<file path="src/rtl/datapath_sequencer.sv">
// Microprogrammed control unit: replays a small loadable micro-program into the
// datapath, one micro-op per cycle, with jumps, zero-flag branch and a loop counter.
//
// Ports:
//   clk, reset     rising-edge clock, asynchronous active-high reset
//   start          launch program at pc=0 (accepted in IDLE only)
//   zero           datapath status flag used by BRZ
//   prog_we        program write strobe (honoured in IDLE only)
//   prog_addr      program write address
//   prog_data      {op[2:0], k[K_W-1:0], cw[CW_W-1:0]}
//   ControlWord    registered control word to datapath
//   ConstantIn     registered constant to datapath
//   busy           high while the program runs
//   done           one-cycle pulse when the program ends
//   err            sticky illegal-opcode flag, cleared by the next accepted start
//
// Optional build macro DATAPATH_SEQ_STEP_EN adds input `step`: in RUN the
// sequencer only advances on edges where step=1.

module datapath_sequencer #(
   parameter int ADDR_W = 4,
   parameter int CW_W   = 13,
   parameter int K_W    = 4
) (
   input  logic                    clk,
   input  logic                    reset,
   input  logic                    start,
   input  logic                    zero,
`ifdef DATAPATH_SEQ_STEP_EN
   input  logic                    step,
`endif
   input  logic                    prog_we,
   input  logic [ADDR_W-1:0]       prog_addr,
   input  logic [3+K_W+CW_W-1:0]   prog_data,
   output logic [CW_W-1:0]         ControlWord,
   output logic [K_W-1:0]          ConstantIn,
   output logic                    busy,
   output logic                    done,
   output logic                    err
);

   localparam int PW    = 3 + K_W + CW_W;
   localparam int DEPTH = 1 << ADDR_W;

   localparam logic [2:0] OP_EXEC   = 3'b000;
   localparam logic [2:0] OP_JMP    = 3'b001;
   localparam logic [2:0] OP_BRZ    = 3'b010;
   localparam logic [2:0] OP_SETCNT = 3'b011;
   localparam logic [2:0] OP_DJNZ   = 3'b100;
   localparam logic [2:0] OP_HALT   = 3'b101;

   typedef enum logic {
      S_IDLE,
      S_RUN
   } state_t;

   state_t            state, state_n;
   logic [ADDR_W-1:0] pc, pc_n;
   logic [K_W-1:0]    cnt, cnt_n;
   logic [CW_W-1:0]   cw_n;
   logic [K_W-1:0]    k_n;
   logic              busy_n, done_n, err_n;

   logic [PW-1:0]     mem [DEPTH];
   logic [PW-1:0]     instr;
   logic [2:0]        op;
   logic [K_W-1:0]    k_fld;
   logic [CW_W-1:0]   cw_fld;
   logic [ADDR_W-1:0] tgt;
   logic [ADDR_W-1:0] pc_inc;
   logic [K_W-1:0]    cnt_dec;
   logic              advance;

`ifdef DATAPATH_SEQ_STEP_EN
   assign advance = step;
`else
   assign advance = 1'b1;
`endif

   // Asynchronous read: the word at pc is decoded and committed on the same edge.
   assign instr   = mem[pc];
   assign op      = instr[PW-1 -: 3];
   assign k_fld   = instr[CW_W +: K_W];
   assign cw_fld  = instr[CW_W-1:0];
   assign tgt     = k_fld[ADDR_W-1:0];
   assign pc_inc  = pc + 1'b1;
   assign cnt_dec = cnt - 1'b1;

   // Program memory is deliberately not reset; writes only land while idle.
   always_ff @(posedge clk) begin
      if (prog_we && (state == S_IDLE)) begin
         mem[prog_addr] <= prog_data;
      end
   end

   always_ff @(posedge clk or posedge reset) begin
      if (reset) begin
         state       <= S_IDLE;
         pc          <= '0;
         cnt         <= '0;
         ControlWord <= '0;
         ConstantIn  <= '0;
         busy        <= 1'b0;
         done        <= 1'b0;
         err         <= 1'b0;
      end else begin
         state       <= state_n;
         pc          <= pc_n;
         cnt         <= cnt_n;
         ControlWord <= cw_n;
         ConstantIn  <= k_n;
         busy        <= busy_n;
         done        <= done_n;
         err         <= err_n;
      end
   end

   always_comb begin
      state_n = state;
      pc_n    = pc;
      cnt_n   = cnt;
      cw_n    = '0;
      k_n     = '0;
      busy_n  = busy;
      done_n  = 1'b0;
      err_n   = err;

      unique case (state)
         S_IDLE: begin
            if (start) begin
               state_n = S_RUN;
               pc_n    = '0;
               err_n   = 1'b0;
               busy_n  = 1'b1;
            end
         end

         S_RUN: begin
            if (!advance) begin
               // Stalled: no register write in the datapath, constant held.
               k_n = ConstantIn;
            end else begin
               pc_n = pc_inc;
               unique case (op)
                  OP_EXEC: begin
                     cw_n = cw_fld;
                     k_n  = k_fld;
                  end
                  OP_JMP: begin
                     pc_n = tgt;
                  end
                  OP_BRZ: begin
                     if (zero) begin
                        pc_n = tgt;
                     end
                  end
                  OP_SETCNT: begin
                     cnt_n = k_fld;
                  end
                  OP_DJNZ: begin
                     // Loop back while the decremented count is non-zero;
                     // an already-zero counter simply falls through.
                     if (cnt != '0) begin
                        cnt_n = cnt_dec;
                        if (cnt_dec != '0) begin
                           pc_n = tgt;
                        end
                     end
                  end
                  OP_HALT: begin
                     state_n = S_IDLE;
                     pc_n    = '0;
                     busy_n  = 1'b0;
                     done_n  = 1'b1;
                  end
                  default: begin
                     state_n = S_IDLE;
                     pc_n    = '0;
                     busy_n  = 1'b0;
                     done_n  = 1'b1;
                     err_n   = 1'b1;
                  end
               endcase
            end
         end

         default: begin
            state_n = S_IDLE;
         end
      endcase
   end

endmodule

</file>
<file path="config.mk">
export PLATFORM = sky130hd
export DESIGN_NAME = datapath_sequencer
export DESIGN_NICKNAME = d
export VERILOG_FILES = /design/src/rtl/datapath_sequencer.sv
export SDC_FILE = /design/constraint.sdc
export NUM_CORES = 1
export LEC_CHECK = 0
export CAP_MARGIN = 30
export CELL_PAD_IN_SITES_DETAIL_PLACEMENT = 1
export CELL_PAD_IN_SITES_GLOBAL_PLACEMENT = 2
export CORE_ASPECT_RATIO = 0.6
export CORE_MARGIN = 2
export CORE_UTILIZATION = 43
export DETAILED_ROUTE_END_ITERATION = 8
export HOLD_SLACK_MARGIN = 0.05
export PLACE_DENSITY = 0.74
export SLEW_MARGIN = 20
export SYNTH_ARGS = -nofsm -noshare
export SYNTH_HDL_FRONTEND = slang
export SYNTH_SLANG_ARGS = --single-unit
</file>
<file path="constraint.sdc">
create_clock -name clk -period 2.9 [get_ports clk]
set_input_delay 0.435 -clock clk [delete_from_list [all_inputs] [get_ports clk]]
set_output_delay 0.435 -clock clk [all_outputs]
set_load 0.05 [all_outputs]
</file>
After elaboration in Yosys (flattened, before gate mapping)
Memories as Yosys holds them, arrays and structs flattened. Cells that the tools add are included.

Bitwise gates (word level): 1. Eq/ne operators: 9. Add/subtract/negate cells: 2. Reductions and logical operators: 11. Multiplexer cells: 25.

Operators with widths (number): 4-bit 2-to-1 mux (7); 13-bit 2-to-1 mux (2); 4-bit case mux with 2 select lines (2); 4-bit case mux with 4 select lines (1); 1-bit 2-to-1 mux (10); 2-bit inequality test (second input constant) (4); 4-bit nonzero test (2); 3-bit by 2-bit equality test with 1-bit output (second input constant) (2); 3-bit equality test (second input constant) (2); 1-bit case mux with 2 select lines (3); 6-bit OR reduction (1); 5-bit OR reduction (1); 4-bit by 1-bit adder with 4-bit output (second input constant) (1); 2-bit AND reduction (2); 4-bit by 1-bit subtractor with 4-bit output (second input constant) (1); 3-bit by 1-bit equality test with 1-bit output (second input constant) (1); 3-bit zero test (1); 3-bit AND reduction (1); 2-bit nonzero test (1); 2-bit OR reduction (1); 1-bit logical AND (1); 1-bit NOT (1).

Output and inout port bits: 20. Word-level logic and storage cells: 57. Memories kept: 1. Register bits: 29. RAM bits: 320.

Memories: mem (words 16, width 20, rd ports 1, clocked after memory_dff 0, write ports 1, RTL line 64) `logic [PW-1:0] mem [DEPTH];`.

Logic depth before layout (Yosys ltp)
Depth in word-level cells: 6. Mapped depth: 11.

Least setup slack after synthesis
OpenSTA, ideal clock, no wires.

Path type: reg2reg. From: register state. To: memory mem[0][0] (netlist name), enable pin. Required time: 2478 ps. Cell stages (with the launch flop): 6. Setup time: 422 ps. Buffers on the path: 1. Data arrival time: 2555 ps. Setup slack: -77 ps. Path through: dfrtp_1 clkbuf_1 inv_1 nand2_1 or3_1 nor3_1.

Cells in the longest elaborated chain, start to end: 4.

RTL lines: start: declaration (RTL line 57) `state_t state, state_n;`; start signal: assignment (RTL line 107) `state <= state_n;`; 1-bit NOT (RTL line 91) `if (prog_we && (state == S_IDLE)) begin`; 1-bit logical AND (RTL line 91); 1-bit 2-to-1 mux (RTL line 91); 1-bit 2-to-1 mux (not written as such) (RTL line 92) `mem[prog_addr] <= prog_data;`; end: declaration (RTL line 64).

No other way between the ends.

Final worst setup path
From: register pc[0]. To: register pc[1].

Cells in the longest elaborated chain, start to end: 5. Elaborated cells between the ends (all ways): 13. Classes of those cells: add/sub: 1; eq/ne: 4; mux: 5; reduce/logical: 2; memory: 1.

RTL lines: start: declaration (RTL line 58) `logic [ADDR_W-1:0] pc, pc_n;`; start signal: assignment (RTL line 108) `pc <= pc_n;`; memory read 16 x 20 bit / 4-bit by 1-bit adder with 4-bit output (equally long branches); 3-bit by 2-bit equality test with 1-bit output (tied with other cells) (RTL line 144) `unique case (op)`; 2-bit OR reduction (no source line) / 4-bit 2-to-1 mux (equally long branches); 4-bit case mux with 4 select lines (*) (RTL line 144); 4-bit case mux with 2 select lines (*) (RTL line 128) `unique case (state)`.

Every way passes the cells marked *; elsewhere a longest branch is shown, timed or not. A chain may end at the register's enable or synchronous reset.

==> impl_results.md <==
- # IOs: 49
- Initial Utilization: 44.0%
- Area share of fa/ha/maj cells after synthesis: 0.271%
- Largest cells by area after synthesis: edfxtp_1 (70%), mux4_2 (13%), dfrtp_1 (5.2%)
- H-tree depth: 1
- Gr ovfl total: 0
- Die Y: 143 um
- Share of cells above drive strength 1: 26.5%
- Die area: 33700 um^2
- CP Class: flip-flop to flip-flop
- Wire per inst: 26.8 um
- CTS tree: yes
- Met3 WL: 1.63 mm
- FF-to-FF Start: pc[0]
- Vias in the first global route: 7238
- Crit Path Max Fanout: 42
- Routed wl met2: 14.8 mm
- RSZ-0062 raised after global routing: false
- Synth Area in XOR/XNOR: 0.190%
- R2r setup slk: 0.12 ns
- Synth Net Count: 694
- Synth Flop Type: edfxtp_1
- P per Cell Area: 819 nW/um^2
- Final hold vios: 0
- Avg Cell Area, Syn: 20.9 um^2
- Post-route cell area: 16100 um^2
- CP Capture Type: flip-flop
- Worst vdd ir: 0.000564 V
- Area growth, synth to finish: 16.6%
- Vias per std cell: 5.71
- Slew headroom: 59.8%
- Final TNS setup: 0 ns
- GRT Util Overall: 19.7%
- NumNets Final: 791
- Drt pass-1 iters: 5
- Critical path arrival: 3.28 ns
- Lkg Pwr: 0.00516 uW
- Worst EP required: 3.41 ns
- Largest family of logic cells by synthesized area: multiplexers
- Max layer used: met4
- Synth warn: 0
- Startpoint Class: flip-flop
- Crit path from: pc[0]
- Vias: 6848
- Register area: 10300 um^2
- Register area share after synthesis: 74.8%
- Synth Cell Area: 13800 um^2
- Antenna-violating nets left: 0
- Core area: 31400 um^2
- PnR worst setup slack: 0.123 ns
- Cell accounting for the most synthesized area: edfxtp_1
- Post-CTS Hold Buffers: 0
- Inserted Diodes: 0
- Drt drc: 0
- Dpl cell area: 15100 um^2
- #FFs+latches synth: 349
- Final min period: 2.78 ns
- Port bufs: 48
- Compound-cell area share of the yosys netlist: 3.05%
- Total CTS buffers: 31
- Filler cells: 2798
- Site Rows: 50
- Initial antenna violation count: 0
- Largest net degree at the start of global routing: 43
- Clk_skew: 0.0267 ns
- Post-synth EDFFs: 320
- M1 WL: 15.1 mm
- Async SR Flop Fraction: 8.31%
- Status: finished, final reports clean
- Clock Latency Late Sink: 0.59 ns
- Simple-gate share of the synthesized area: 4.07%
- Share of Yosys cell area claimed by the top area cell type: 69.5%
- Synth Instances: 662
- Post-synthesis mux area share: 16.0%
- Total Wirelength: 32.1 mm
- Hpwl dp: 19.8 mm
- DP Worst Slack: 0.141 ns
- Slew of the pin with the lowest slew margin: 0.602 ns
- Tcrit/Tclk final: 95.8%
- CTS Root Buffer Type: clkbuf_16
- Die width: 235 um
- Number of library cell types mapped by synthesis: 62
- CTS sink count: 349
- Final Slew Violations: 0
- Multi-input combinational cell area: 3320 um^2
- CTS max path bufs: 3
- Util after Layout: 51.3%
- Fmax: 360 MHz
- Final setup viols: 0
- Clock transition at path regs: 0.07 ns
- Starting DRT DRC Count: 596
- GPL Wtd Cong: 0.811
- First-pass GRT wire length: 48.2 mm
- Hold WC Path Type: input port to async pin
- Maxcap violations: 0
layout by cell type (no fill, tap or decap), types with 7 or more instances in the layout:
master,count
o21ai_0,12
clkinv_1,8
clkbuf_16,31
mux4_1,8
edfxtp_1,320
nand2_1,15
a21oi_1,7
inv_1,10
nor2b_1,20
mux2i_1,12
nor2_2,12
mux4_2,80
clkdlybuf4s50_1,48
buf_4,42
dfrtp_1,27
nor2_1,18
final timing paths:
kind	to	cells after the start
setup / recovery	pc[1]	7
min in group clk	err	2
max in group asynchronous	pc[1]	3
setup reg to reg	pc[1]	7
hold reg to reg	err	2
hold / removal	ConstantIn[1]	3
final cells by class:
type,count,share of cell area [%]
tap,416,3.23
timing repair buffer,93,5.36
clock buffer,35,5.03
clock inverter,23,1.34
sequential,349,64.2
multi-input combinational,273,20.6
inverter,11,0.256
flip-flops by register name, indices dropped and copies added (netlist names):
signal	cells
mem	320
ControlWord	13
ConstantIn	4
cnt	4
pc	4
busy	1
done	1
err	1
state	1
power breakdown:
| group | switching, uW | leakage (uW) | internal (uW) |
|---|---|---|---|
| sequential | 161 | 0.00326 | 5690 |
| clock | 1840 | 0.000499 | 2290 |
| combinational | 1760 | 0.00140 | 1450 |
| total | 3760 | 0.00516 | 9430 |
cell families (layout without fill, tap and decap cells):
| family | count (synthesis) | count (layout) |
|---|---|---|
| muxes | 106 | 106 |
| DFF | 349 | 349 |
| and+or+nand+nor | 108 | 108 |
| adders and majority gates | 3 | 3 |
| xor gates and xnor gates | 3 | 3 |
| buffers and inverters | 40 | 162 |
| AOI/OAI and AO/OA | 53 | 53 |
timing repair:
item | in CTS | in global routing
endpoints found under the setup margin | 0 | 2
endpoints found under the hold margin | 0 | 0
buffers inserted | 0 | 0
resized for setup | 0 | 2
synth_stat cells, drive strengths merged (5+ instances only):
library cell and count:
mux4 88, nand3 7, nand2b 6, dfrtp 29
edfxtp 320, nand2 15, nor3 10, nor2b 20
clkbuf 8, inv 10, buf 21, and2 5
o21ai 14, nor2 31, a21oi 8, mux2i 15
worst max-delay path, cell delays in order, from the launching register on:
cell	delay [ns]
dfrtp_4	0.58
buf_16	0.30
mux4_2	0.55
o31ai_2	0.28
or2_4	0.29
nand3_1	0.15
o41ai_1	0.36
a211o_1	0.17
metal layers:
| layer | track usage [%] | vias up |
|---|---|---|
| met5 | 0 | - |
| met4 | 4.12 | 0 |
| met3 | 3.15 | 48 |
| met2 | 31.0 | 205 |
| met1 | 29.4 | 3649 |
| li1 | - | 2946 |
per-stage QoR:
| step | power (uW) | hold slack, ns | instances |
|---|---|---|---|
| 2_1_floorplan | 8230 | 0.502 | 662 |
| 3_3_place_gp | 9090 | 0.539 | 1142 |
| 3_5_place_dp | 9180 | 0.553 | 1142 |
| 4_1_cts | 13300 | 0.304 | 1200 |
| 5_1_grt | 13700 | 0.345 | 1200 |
| 6_report | 13200 | 0.301 | 1200 |
(Power assumes the default switching activity.)
